**config.mk**
```make
export PLATFORM = sky130hd
export DESIGN_NAME = data_cache
export DESIGN_NICKNAME = d
export VERILOG_FILES = /design/src/rtl/cache_pkg.sv /design/src/rtl/cache_line_array.sv /design/src/rtl/data_cache.sv
export SDC_FILE = /design/constraint.sdc
export NUM_CORES = 1
export LEC_CHECK = 0
export ABC_AREA = 1
export CAP_MARGIN = 15
export CORE_ASPECT_RATIO = 0.8
export CORE_MARGIN = 2
export CORE_UTILIZATION = 65
export DETAILED_ROUTE_END_ITERATION = 7
export HOLD_SLACK_MARGIN = 0.1
export PLACE_DENSITY = 0.95
export SYNTH_ARGS = -nofsm -noshare
export SYNTH_HDL_FRONTEND = slang
export SYNTH_HIERARCHICAL = 1
export SYNTH_SLANG_ARGS = --single-unit
```
**constraint.sdc**
```tcl
create_clock -name CLK -period 8.2 [get_ports CLK]
set_input_delay 1.23 -clock CLK [delete_from_list [all_inputs] [get_ports CLK]]
set_output_delay 1.23 -clock CLK [all_outputs]
set_load 0.05 [all_outputs]
```
**src/rtl/cache_pkg.sv**
```systemverilog
// Shared definitions for the data cache.
//  - Geometry constants (8-bit byte address, 8 lines of 4 bytes).
//  - FSM state enum and the per-line storage record.
//  - Address field slicing helpers: {tag, index, offset}.
package cache_pkg;

   localparam int ADDR_W      = 8;
   localparam int DATA_W      = 8;
   localparam int N_BLOCKS    = 8;
   localparam int BLOCK_BYTES = 4;
   localparam int IDX_W       = 3;
   localparam int OFF_W       = 2;
   localparam int TAG_W       = ADDR_W - IDX_W - OFF_W;
   localparam int BLOCK_W     = BLOCK_BYTES * DATA_W;
   localparam int MADDR_W     = ADDR_W - OFF_W;

   typedef enum logic [1:0] {
      IDLE       = 2'd0,
      WRITE_BACK = 2'd1,
      FETCH      = 2'd2
   } state_t;

   typedef struct packed {
      logic               valid;
      logic               dirty;
      logic [TAG_W-1:0]   tag;
      logic [BLOCK_W-1:0] data;
   } line_t;

   function automatic logic [TAG_W-1:0] addr_tag(input logic [ADDR_W-1:0] a);
      return a[ADDR_W-1 -: TAG_W];
   endfunction

   function automatic logic [IDX_W-1:0] addr_idx(input logic [ADDR_W-1:0] a);
      return a[OFF_W +: IDX_W];
   endfunction

   function automatic logic [OFF_W-1:0] addr_off(input logic [ADDR_W-1:0] a);
      return a[OFF_W-1:0];
   endfunction

   // Block (line) address as seen by main memory: {tag, index}.
   function automatic logic [MADDR_W-1:0] addr_blk(input logic [ADDR_W-1:0] a);
      return a[ADDR_W-1:OFF_W];
   endfunction

endpackage

```
**src/rtl/cache_line_array.sv**
```systemverilog
// Line storage for the direct-mapped cache: N_BLOCKS x {valid, dirty, tag, data}.
// Ports:
//  CLK, RESET    clock, synchronous active-high clear of every line
//  idx           line selected for both the read port and the write port
//  rd_line       asynchronous read of line idx
//  byte_we       store one byte (byte_off/byte_data) into line idx, mark dirty
//  refill_we     replace line idx with a clean, valid line (refill_tag/data)
module cache_line_array
   import cache_pkg::*;
(
   input  logic               CLK,
   input  logic               RESET,
   input  logic [IDX_W-1:0]   idx,
   output line_t              rd_line,
   input  logic               byte_we,
   input  logic [OFF_W-1:0]   byte_off,
   input  logic [DATA_W-1:0]  byte_data,
   input  logic               refill_we,
   input  logic [TAG_W-1:0]   refill_tag,
   input  logic [BLOCK_W-1:0] refill_data
);

   line_t lines [N_BLOCKS];

   assign rd_line = lines[idx];

   // Reset wins over any write in the same cycle so an abandoned refill
   // never lands in a freshly cleared array.
   always_ff @(posedge CLK) begin
      if (RESET) begin
         for (int i = 0; i < N_BLOCKS; i++) lines[i] <= '0;
      end else if (refill_we) begin
         lines[idx] <= '{valid: 1'b1, dirty: 1'b0, tag: refill_tag, data: refill_data};
      end else if (byte_we) begin
         lines[idx].data[DATA_W*int'(byte_off) +: DATA_W] <= byte_data;
         lines[idx].dirty <= 1'b1;
      end
   end

endmodule

```
**src/rtl/data_cache.sv**
```systemverilog
// Direct-mapped, write-back, write-allocate data cache.
// Hits complete with no stall; a miss stalls the CPU (BUSYWAIT) while the
// victim line is written back (if dirty) and the requested block is fetched.
// Ports:
//  CLK, RESET                 clock, synchronous active-high reset
//  READ, WRITE                CPU request (held until BUSYWAIT low); both = write
//  ADDRESS, WRITEDATA         CPU byte address and store data
//  READDATA, BUSYWAIT         CPU load data and stall
//  MEM_READ, MEM_WRITE        block fetch / write-back request
//  MEM_ADDRESS                block address {tag, index}
//  MEM_WRITEDATA              victim block, byte0 in [7:0]
//  MEM_READDATA, MEM_BUSYWAIT fetched block and memory stall
module data_cache
   import cache_pkg::*;
(
   input  logic               CLK,
   input  logic               RESET,
   input  logic               READ,
   input  logic               WRITE,
   input  logic [ADDR_W-1:0]  ADDRESS,
   input  logic [DATA_W-1:0]  WRITEDATA,
   output logic [DATA_W-1:0]  READDATA,
   output logic               BUSYWAIT,
   output logic               MEM_READ,
   output logic               MEM_WRITE,
   output logic [MADDR_W-1:0] MEM_ADDRESS,
   output logic [BLOCK_W-1:0] MEM_WRITEDATA,
   input  logic [BLOCK_W-1:0] MEM_READDATA,
   input  logic               MEM_BUSYWAIT
);

   state_t            state;
   logic              mem_read_q;
   logic              mem_write_q;

   logic [TAG_W-1:0]  tag;
   logic [IDX_W-1:0]  idx;
   logic [OFF_W-1:0]  off;
   line_t             line;
   logic              req;
   logic              hit;
   logic              idle;
   logic              byte_we;
   logic              refill_we;
   logic [DATA_W-1:0] line_byte;

   assign tag  = addr_tag(ADDRESS);
   assign idx  = addr_idx(ADDRESS);
   assign off  = addr_off(ADDRESS);
   assign req  = READ | WRITE;
   assign idle = (state == IDLE);
   assign hit  = line.valid && (line.tag == tag);

   // A store hit commits on the next edge; a finished fetch replaces the line.
   assign byte_we   = idle && WRITE && hit;
   assign refill_we = (state == FETCH) && !MEM_BUSYWAIT;

   cache_line_array u_lines (
      .CLK         (CLK),
      .RESET       (RESET),
      .idx         (idx),
      .rd_line     (line),
      .byte_we     (byte_we),
      .byte_off    (off),
      .byte_data   (WRITEDATA),
      .refill_we   (refill_we),
      .refill_tag  (tag),
      .refill_data (MEM_READDATA)
   );

   assign line_byte = line.data[DATA_W*int'(off) +: DATA_W];

   // A simultaneous READ+WRITE is a store, so it returns no load data.
   assign READDATA = (idle && READ && !WRITE && hit) ? line_byte : '0;
   assign BUSYWAIT = idle ? (req && !hit) : 1'b1;

   // Memory request strobes are registered alongside the state so they
   // change only on clock edges and drop the cycle after a reset.
   always_ff @(posedge CLK) begin
      if (RESET) begin
         state       <= IDLE;
         mem_read_q  <= 1'b0;
         mem_write_q <= 1'b0;
      end else begin
         case (state)
            IDLE: begin
               if (req && !hit) begin
                  if (line.valid && line.dirty) begin
                     state       <= WRITE_BACK;
                     mem_write_q <= 1'b1;
                  end else begin
                     state       <= FETCH;
                     mem_read_q  <= 1'b1;
                  end
               end
            end
            WRITE_BACK: begin
               if (!MEM_BUSYWAIT) begin
                  state       <= FETCH;
                  mem_write_q <= 1'b0;
                  mem_read_q  <= 1'b1;
               end
            end
            FETCH: begin
               if (!MEM_BUSYWAIT) begin
                  state      <= IDLE;
                  mem_read_q <= 1'b0;
               end
            end
            default: begin
               state       <= IDLE;
               mem_read_q  <= 1'b0;
               mem_write_q <= 1'b0;
            end
         endcase
      end
   end

   assign MEM_READ  = mem_read_q;
   assign MEM_WRITE = mem_write_q;

   // During write-back the victim's stored tag names the block; during fetch
   // the CPU address does. Both buses idle at zero otherwise.
   always_comb begin
      MEM_ADDRESS   = '0;
      MEM_WRITEDATA = '0;
      case (state)
         WRITE_BACK: begin
            MEM_ADDRESS   = {line.tag, idx};
            MEM_WRITEDATA = line.data;
         end
         FETCH: MEM_ADDRESS = addr_blk(ADDRESS);
         default: ;
      endcase
   end

endmodule

```
==> results of run 1 <==
-- registers in the layout (all words and copies together), names as in the netlist --
| register | count |
|---|---|
| u_lines/lines | 296 |
| state | 2 |
| MEM_READ | 1 |
| MEM_WRITE | 1 |
-- kinds of logic after synthesis --
group,synth area share
simple gates,0.357
compound gates,0.0228
flops,0.564
fa+ha+maj,0.00635
buf+inv,0.0505
-- worst paths after layout --
check / start / endpoint / slack [ns]
worst max-delay path: ADDRESS[2] / READDATA[0] / 1.89
worst min-delay path: u_lines/lines[7][36] / u_lines/lines[7][36] / 0.45
worst max register to register: u_lines/lines[7][32] / u_lines/lines[0][8] / 4.31
worst min register to register: u_lines/lines[7][36] / u_lines/lines[7][36] / 0.45
-- final cells by class --
cell class / count / area, sq um / share of cell area
multi-input combinational: 1474 / 6090 / 0.343
tap: 312 / 390 / 0.0220
clock inverter: 13 / 87.6 / 0.00494
sequential: 300 / 8890 / 0.501
inverter: 114 / 432 / 0.0243
timing repair buffer: 109 / 1060 / 0.0597
clock buffer: 39 / 793 / 0.0447
-- power by group --
group | internal (W) | total [W] | switching, W
clock | 0.000704 | 0.00126 | 0.000558
combinational | 0.000136 | 0.000521 | 0.000385
sequential | 0.00174 | 0.00176 | 0.0000227
total | 0.00258 | 0.00355 | 0.000966
-- synth_stat cells --
library cell	number
nand2_1	978
nor2_2	5
o21ai_0	23
ha_1	8
nor2_4	6
nand4_4	1
buf_1	13
a21oi_2	1
a21oi_1	12
nand2_4	2
o21ai_1	7
o21ai_4	8
buf_2	35
edfxtp_1	288
nor2_1	346
nand3_1	22
buf_4	4
a211o_2	1
inv_1	102
nor3_4	3
dfxtp_1	12
nand3_2	5
clkinv_1	5
nand4_1	6
clkbuf_1	24
clkinv_2	1
nor2_8	1
buf_6	2
inv_2	6
nand4_2	1
nand2_2	38
-- per-layer routing --
metal,GRT usage,vias up,share of wire
li1,-,6279,-
met1,0.481,6367,0.34
met2,0.561,1303,0.44
met3,0.0939,252,0.16
met4,0.181,0,0.058
met5,0,-,0
-- per-stage QoR --
stage	instance area, sq um	std cells	hold slack [ns]
2_1_floorplan	15800	1966	0.427
5_1_grt	17700	2361	0.477
3_5_place_dp	16900	2309	0.442
3_3_place_gp	16900	2309	0.438
4_1_cts	17700	2361	0.454
6_report	17700	2361	0.455
-- worst max-delay path: stages --
cell and delay [ns]:
buf_4 0.53, buf_4 0.95, nand2_1 0.14, nand2_1 0.13, nand2_1 0.06, nand2_1 0.11, nand2_1 0.06, nand2_1 0.18
inv_1 0.05, nand2_1 0.09, nand2_2 0.10, nor2_8 0.15, nand4_4 0.21, a21oi_1 0.20, clkdlybuf4s50_1 0.84
==> impl_metrics.csv, run 1 <==
group,metric,value,unit
floorplan,io_pins,102,
synthesis,synth_top_area_share,0.548,
cts,cts_sinks,300,
global_routing,grt_pass1_vias,13323,
global_routing,grt_max_degree,95,
cells_and_area,syn2layout_area_growth,12.5,%
sta,tns,0,ns
setup_path,worstPathArrival,5.08,ns
synthesis,ys_seq_elements,300,
global_routing,grt_usage,0.363,
synthesis,synth_cells,1966,
detailed_routing,first_iter_violations,2742,
placed_design,dp_hpwl,30.3,mm
synthesis,yosys-top-cells-area,"edfxtp_1 (55%), nand2_1 (23%), nor2_1 (8.2%), inv_1 (2.4%), dfxtp_1 (1.5%)",
floorplan,initial_core_util,0.669,
detailed_routing,ant_nets,0,
placed_design,place_congestion,0.920,
power_and_ir_drop,power_density,200,nW/um^2
cts,clk_pin_slew,0.06,ns
sta,fmax,0.159,GHz
cells_and_area,num-fill-cells,1566,
synthesis,synthDistinctLibCells,31,
cts,ctsResizeCount,0,
floorplan,die_y,143,um
synthesis,yosysTopAreaCell,"edfxtp_1",
placed_design,portBuffers,101,
sta,finalSetupViolCount,0,
cts,insertion_delay,0.55,ns
cells_and_area,fin_util,0.752,
cells_and_area,num_antenna_cells,0,
sta,rsz0062_at_grt,"no",
placed_design,place_ws,2.05,ns
cells_and_area,drive_above_1_share,0.0639,
cells_and_area,layout_commonest_cell,"nand2_1",
sta,finClkSkew,0.0139,ns
detailed_routing,vias,14201,
global_routing,grt_overflow,0,
synthesis,synth_nets,2027,
detailed_routing,via_per_inst,6.01,
detailed_routing,dr.pass1.iters,6,
setup_path,rr_worst_depth,16,
setup_path,path_class,"input port to primary output",
sta,drv_slew,0,
flow_run,cap_violations,0,
sta,worst_slew_pin_slew,1.12,ns
global_routing,grt_antenna_before_repair,0,
sta,hold_viol_final,0,
sta,period_share,0.769,
setup_path,required,6.97,ns
setup_path,start_kind,"input port",
sta,setup_slack,1.89,ns
setup_path,end_kind,"primary output",
hold_path,hp-class,"flop to flop",
cts,cts_setup_buffers,0,
cts,cts_root_buf,"clkbuf_16",
synthesis,postSynthAreaPerCell,8.02,sq um
setup_path,path_max_fanout,91,
synthesis,synth_area,15800,sq um
power_and_ir_drop,cellLeakagePower,8.20,nW
power_and_ir_drop,finalPower,0.00355,W
floorplan,dieArea,25500,sq um
floorplan,die_w,178,um
cells_and_area,nets,2088,
synthesis,yosysSeqAreaShare,0.564,
cts,h-tree-depth,1,
hold_path,min_delay_path_depth,2,
cells_and_area,layout_common_cells,"nand2_1 (978), nor2_1 (346), edfxtp_1 (288), inv_1 (102), clkdlybuf4s50_1 (98)",
global_routing,grt_pass1_wl,70.4,mm
floorplan,rows,50,
power_and_ir_drop,ir_drop,0.188,mV
cts,clockBufferDepth,3,
detailed_routing,drc,0,
detailed_routing,wire_per_inst,19.4,um
synthesis,ys_warn_count,6,
cts,numCtsBuffers,28,
detailed_routing,routed_wl,45.8,mm
sta,slew-limit-headroom,0.254,
cts,cts_hold_repair.buffers,0,
run_status,outcome,"finished, final reports clean",
floorplan,core_area,23600,sq um
sta,fin_crit,6.31,ns
cts,cts_tree,"done",
No activity file was read; power rests on OpenSTA's default activity.
==> inputs of run 2 (changes only) <==
--- a/config.mk
+++ b/config.mk
@@ -9,10 +9,10 @@
 export CAP_MARGIN = 15
 export CORE_ASPECT_RATIO = 0.8
 export CORE_MARGIN = 2
-export CORE_UTILIZATION = 65
+export CORE_UTILIZATION = 60
 export DETAILED_ROUTE_END_ITERATION = 7
 export HOLD_SLACK_MARGIN = 0.1
-export PLACE_DENSITY = 0.95
+export PLACE_DENSITY = 0.93
 export SYNTH_ARGS = -nofsm -noshare
 export SYNTH_HDL_FRONTEND = slang
 export SYNTH_HIERARCHICAL = 1
==> constraint.sdc (replaced) <==
create_clock -name CLK -period 6.05 [get_ports CLK]
set_input_delay 0.9075 -clock CLK [delete_from_list [all_inputs] [get_ports CLK]]
set_output_delay 0.9075 -clock CLK [all_outputs]
set_load 0.05 [all_outputs]
==> run 2 against run 1 <==
Sequential power is 36% higher. Non-clock buffer count is 4 higher. Via count is essentially flat. Count of clock-buffer cells in the layout shrank 1. Critical endpoint is now READDATA[7]. Clock skew is 0.0069 ns higher. Worst setup slack lost 0.97 ns. Largest power group unchanged. Largest cell class unchanged. First-iteration DRC count is 9.9% lower. Cell area increased by 1.1%.
==> impl_metrics.csv, run 2 (synthesized netlist as in run 1, its figures left out) <==
group,metric,value,unit
global_routing,grt_pass1_vias,13410,
cts,clockBufferDepth,3,
placed_design,place_congestion,0.940,
cells_and_area,reg_top3,"u_lines/lines (296), state (2)",
sta,fin_crit,5.13,ns
sta,hold_viol_final,0,
setup_path,path_class,"input port to primary output",
global_routing,grt_pass1_wl,71.4,mm
flow_run,cap_violations,0,
detailed_routing,via_per_inst,5.89,
cells_and_area,nets,2095,
placed_design,dp_cells,2357,
cells_and_area,seq_area,8890,sq um
cts,ctsResizeCount,0,
setup_path,path_max_fanout,73,
cells_and_area,drive_above_1_share,0.0647,
run_status,outcome,"finished, final reports clean",
setup_path,reg2reg_slack,2.34,ns
floorplan,dieArea,27600,sq um
detailed_routing,wire_per_inst,19.3,um
floorplan,rows,53,
detailed_routing,vias,14196,
detailed_routing,top_layer_used,"met5",
cts,cts_setup_buffers,0,
cts,numCtsBuffers,31,
cts,cts_hold_repair.buffers,0,
detailed_routing,first_iter_violations,2471,
power_and_ir_drop,cellLeakagePower,8.26,nW
floorplan,die_w,185,um
floorplan,io_pins,102,
floorplan,die_y,149,um
setup_path,endpoint,"READDATA[7]",
hold_path,hp-class,"flop to flop",
cells_and_area,largest_reg_flops,296,
cts,h-tree-depth,1,
cts,insertion_delay,0.57,ns
sta,worst_slew_pin_slew,0.982,ns
cells_and_area,instances_no_fill,2412,
floorplan,core_area,26100,sq um
power_and_ir_drop,power_density,276,nW/um^2
setup_path,required,5.14,ns
sta,finClkSkew,0.0207,ns
sta,tns,0,ns
global_routing,grt_max_degree,156,
sta,drv_slew,0,
setup_path,rr_endpoint,"u_lines/lines[6][28]",
sta,slew-limit-headroom,0.345,
sta,finalSetupViolCount,0,
cells_and_area,multi_input_comb_area,6090,sq um
sta,fmax,0.195,GHz
cells_and_area,layout_commonest_cell,"nand2_1",
setup_path,worstPathArrival,4.22,ns
power_and_ir_drop,ir_drop,0.239,mV
floorplan,initial_core_util,0.605,
cells_and_area,num-fill-cells,1879,
cells_and_area,num_antenna_cells,0,
global_routing,grt_antenna_before_repair,2,
cts,clk_pin_slew,0.06,ns
sta,rsz0062_at_grt,"no",
setup_path,end_kind,"primary output",
placed_design,dp_hpwl,30.3,mm
setup_path,timing.rr.start,"u_lines/lines[5][36]",
cells_and_area,syn2layout_area_growth,13.7,%
detailed_routing,route.met3.wl,6.83,mm
setup_path,start_kind,"input port",
detailed_routing,drc,0,
cells_and_area,layout_common_cells,"nand2_1 (978), nor2_1 (346), edfxtp_1 (288), inv_1 (102), clkdlybuf4s50_1 (98)",
cts,cts_tree,"done",
sta,period_share,0.847,
detailed_routing,dr.pass1.iters,6,
cts,cts_sinks,300,
placed_design,portBuffers,101,
detailed_routing,ant_nets,0,
setup_path,rr_worst_depth,17,
global_routing,grt_overflow,0,
cts,cts_root_buf,"clkbuf_16",
detailed_routing,wl_met2,21.0,mm
detailed_routing,routed_wl,46.6,mm
cells_and_area,regMostFlops,"u_lines/lines",
setup_path,crit_start,"ADDRESS[2]",
detailed_routing,wl_met1,16.2,mm
global_routing,grt_usage,0.338,
-- run 2: cell count changes in the layout (fill, tap and decap cells not counted), sizes merged --
cell and delta:
buf +4, bufinv +2, inv +2, clkbuf -1
clkinvlp -1
-- run 2: per-stage QoR --
| step | utilization | setup slack (ns) | hold WS (ns) | cell area, sq um | total power [W] |
|---|---|---|---|---|---|
| 6_report | 0.688 | 0.924 | 0.460 | 17900 | 0.00494 |
| 2_1_floorplan | - | 1.92 | 0.427 | 15800 | 0.00288 |
| 5_1_grt | 0.688 | 0.842 | 0.481 | 17900 | 0.00506 |
| 3_3_place_gp | 0.650 | 1.20 | 0.440 | 16900 | 0.00309 |
| 3_5_place_dp | 0.650 | 1.07 | 0.447 | 16900 | 0.00311 |
| 4_1_cts | 0.687 | 1.05 | 0.459 | 17900 | 0.00491 |
-- run 2: power breakdown --
part / switching (W) / internal, W
clock network: 0.000774 / 0.00106
registers: 0.0000290 / 0.00236
logic: 0.000525 / 0.000191
total: 0.00133 / 0.00361
-- run 2: cell type report --
cell class / instances / share of cell area
Clock buffer: 38 / 0.0447
Clock inverter: 16 / 0.00851
Inverter: 114 / 0.0241
Multi-Input combinational cell: 1474 / 0.340
Sequential cell: 300 / 0.496
Tap cell: 357 / 0.0249
Timing Repair Buffer: 113 / 0.0625
-- run 2: routing by layer --
layer / GRT usage / up-vias
met5: 0 / -
met4: 0.147 / 2
met3: 0.0793 / 214
met2: 0.545 / 1232
met1: 0.441 / 6451
li1: - / 6297
-- run 2: worst max-delay path: stages --
cell	delay (ns)
buf_4	0.14
inv_4	0.57
buf_4	0.53
nand2_1	0.10
nand2_1	0.08
nand2_1	0.05
nand2_1	0.14
nand2_1	0.06
nand2_1	0.13
nor2_1	0.06
nor2_1	0.09
o21ai_0	0.27
a21oi_2	0.20
clkdlybuf4s50_1	0.81
-- run 2: how the worst min path moves through the flow --
stage,endpoint,slack [ns],depth (start not counted),from
floorplan,u_lines/lines[1][36],0.43,2,u_lines/lines[1][36]
global placement,u_lines/lines[6][36],0.44,2,u_lines/lines[6][36]
detailed placement,u_lines/lines[7][36],0.45,2,u_lines/lines[7][36]
CTS,u_lines/lines[7][36],0.46,2,u_lines/lines[7][36]
global route,u_lines/lines[1][36],0.48,2,u_lines/lines[1][36]
finish,u_lines/lines[7][36],0.46,2,u_lines/lines[7][36]
==> inputs of run 3 (changes only) <==
==> constraint.sdc (replaced) <==
create_clock -name CLK -period 5.1 [get_ports CLK]
set_input_delay 0.765 -clock CLK [delete_from_list [all_inputs] [get_ports CLK]]
set_output_delay 0.765 -clock CLK [all_outputs]
set_load 0.05 [all_outputs]
==> run 3 against run 2 <==
First-iteration DRC count decreased by 4.9%. Flip-flop and latch count unchanged. Critical path depth decreased by 2. Non-clock buffer count unchanged. Total power up 21%. Clock power is 26% higher. Critical path type unchanged. Critical endpoint is now MEM_WRITEDATA[24]. Largest cell class unchanged.
==> impl_metrics.csv, run 3 (synthesized netlist as in run 1, its figures left out) <==
group,metric,value,unit
floorplan,core_area,26100,sq um
setup_path,required,4.34,ns
detailed_routing,first_iter_violations,2349,
global_routing,grt_usage,0.322,
cells_and_area,nets,2094,
setup_path,start_kind,"input port",
setup_path,path_class,"input port to primary output",
sta,tns,0,ns
cts,cts_sinks,300,
floorplan,initial_core_util,0.605,
floorplan,die_w,185,um
cts,h-tree-depth,1,
power_and_ir_drop,ir_drop,0.284,mV
setup_path,crit_family,"buffers and inverters",
cells_and_area,multi_input_comb_area,6090,sq um
cts,insertion_delay,0.57,ns
floorplan,dieArea,27600,sq um
cells_and_area,drive_above_1_share,0.0710,
sta,slew-limit-headroom,0.314,
cts,clk_pin_slew,0.07,ns
setup_path,cpPeakStageDelay,0.79,ns
hold_path,hp-class,"flop to flop",
cts,ctsResizeCount,0,
detailed_routing,routed_wl,44.3,mm
cells_and_area,syn2layout_area_growth,14.3,%
placed_design,portBuffers,101,
setup_path,end_kind,"primary output",
cells_and_area,regMostFlops,"u_lines/lines",
cells_and_area,largest_reg_flops,296,
cts,cts_tree,"done",
setup_path,worstPathArrival,3.60,ns
cells_and_area,layout_common_cells,"nand2_1 (978), nor2_1 (346), edfxtp_1 (288), inv_1 (102), clkdlybuf4s50_1 (89)",
detailed_routing,wire_per_inst,18.3,um
setup_path,path_cells,"buf_4 -> inv_4 -> buf_4 -> nand2_1 -> nand2_1 -> nand2_1 -> nand2_1 -> nand2_1 -> nand2_1 -> nand2_1 -> inv_1 -> clkdlybuf4s50_1",
sta,worst_slew_pin_slew,1.03,ns
sta,holdWs,0.457,ns
cts,numCtsBuffers,30,
setup_path,cp_common_cell,"nand2_1",
cells_and_area,layout_commonest_cell,"nand2_1",
global_routing,grt_pass1_wl,68.3,mm
cells_and_area,instances_no_fill,2413,
detailed_routing,dr.pass1.iters,8,
placed_design,place_congestion,0.949,
cells_and_area,num_antenna_cells,0,
global_routing,grt_max_degree,79,
setup_path,path_buf_inv,5,
sta,fmax,0.229,GHz
detailed_routing,drc,0,
cells_and_area,reg_top3,"u_lines/lines (296), state (2)",
power_and_ir_drop,cellLeakagePower,8.32,nW
global_routing,grt_overflow,0,
detailed_routing,via_per_inst,5.82,
sta,period_share,0.856,
placed_design,dp_hpwl,28.8,mm
sta,finClkSkew,0.0248,ns
cts,cts_root_buf,"clkbuf_16",
sta,hold_viol_final,0,
flow_run,cap_violations,0,
sta,finalSetupViolCount,0,
detailed_routing,ant_nets,0,
floorplan,io_pins,102,
cts,clockBufferDepth,3,
detailed_routing,vias,14033,
floorplan,rows,53,
sta,rsz0062_at_grt,"no",
sta,drv_slew,0,
cts,cts_setup_buffers,0,
cells_and_area,num-fill-cells,1838,
run_status,outcome,"finished, final reports clean",
placed_design,dp_cells,2358,
power_and_ir_drop,power_density,331,nW/um^2
cells_and_area,seq_area,8890,sq um
setup_path,path_max_fanout,78,
cts,cts_hold_repair.buffers,0,
sta,fin_crit,4.36,ns
global_routing,grt_antenna_before_repair,0,
setup_path,cpMaxStageDelayCell,"clkdlybuf4s50_1",
global_routing,grt_pass1_vias,13222,
floorplan,die_y,149,um
==> run 3: cell types whose count changed in the layout (fill, tap and decap cells not counted), moves of 2 or more <==
cell / change
buf_12: +6
buf_4: +4
bufinv_16: +3
clkbuf_1: -2
clkdlybuf4s50_1: -9
clkinv_2: +2
inv_6: -2
==> run 3: metrics by stage <==
| step | instance area (sq um) | util | setup slack, ns | total power [W] |
|---|---|---|---|---|
| global route | 18000 | 0.692 | 0.514 | 0.00613 |
| global placement | 17000 | 0.653 | 0.879 | 0.00365 |
| floorplan | 15800 | - | 1.25 | 0.00341 |
| finish | 18000 | 0.692 | 0.735 | 0.00597 |
| detailed placement | 17000 | 0.653 | 0.845 | 0.00367 |
| CTS | 18000 | 0.692 | 0.812 | 0.00594 |
==> run 3: cell type report <==
class | count | area share
tap | 357 | 0.0248
sequential | 300 | 0.493
clock inverter | 20 | 0.0142
inverter | 114 | 0.0239
clock buffer | 35 | 0.0427
multi-input combinational | 1474 | 0.338
timing repair buffer | 113 | 0.0640
==> run 3: power breakdown <==
part | switching [W] | internal, W
registers | 0.0000337 | 0.00280
logic | 0.000603 | 0.000220
clock network | 0.000932 | 0.00138
==> run 3: routing by layer <==
metal / global-route usage / wire length (um) / vias to the layer above / share of wire
li1: - / - / 6289 / -
met1: 0.409 / 15100 / 6298 / 0.34
met2: 0.517 / 20200 / 1211 / 0.46
met3: 0.0811 / 6460 / 235 / 0.15
met4: 0.161 / 2550 / 0 / 0.058
met5: 0 / 0 / - / 0
==> run 3: final timing paths <==
check,startpoint,to,slack [ns],cells after the start
max,ADDRESS[2],MEM_WRITEDATA[24],0.74,12
min,u_lines/lines[7][36],u_lines/lines[7][36],0.46,2
max reg2reg,u_lines/lines[0][36],u_lines/lines[7][26],1.52,17
min reg2reg,u_lines/lines[7][36],u_lines/lines[7][36],0.46,2
==> run 3: tightest hold or removal path: cells and delay by family (launching register included) <==
family           cells  cell delay, ns
flip-flops           1            0.31
AND/OR/NAND/NOR      2            0.11
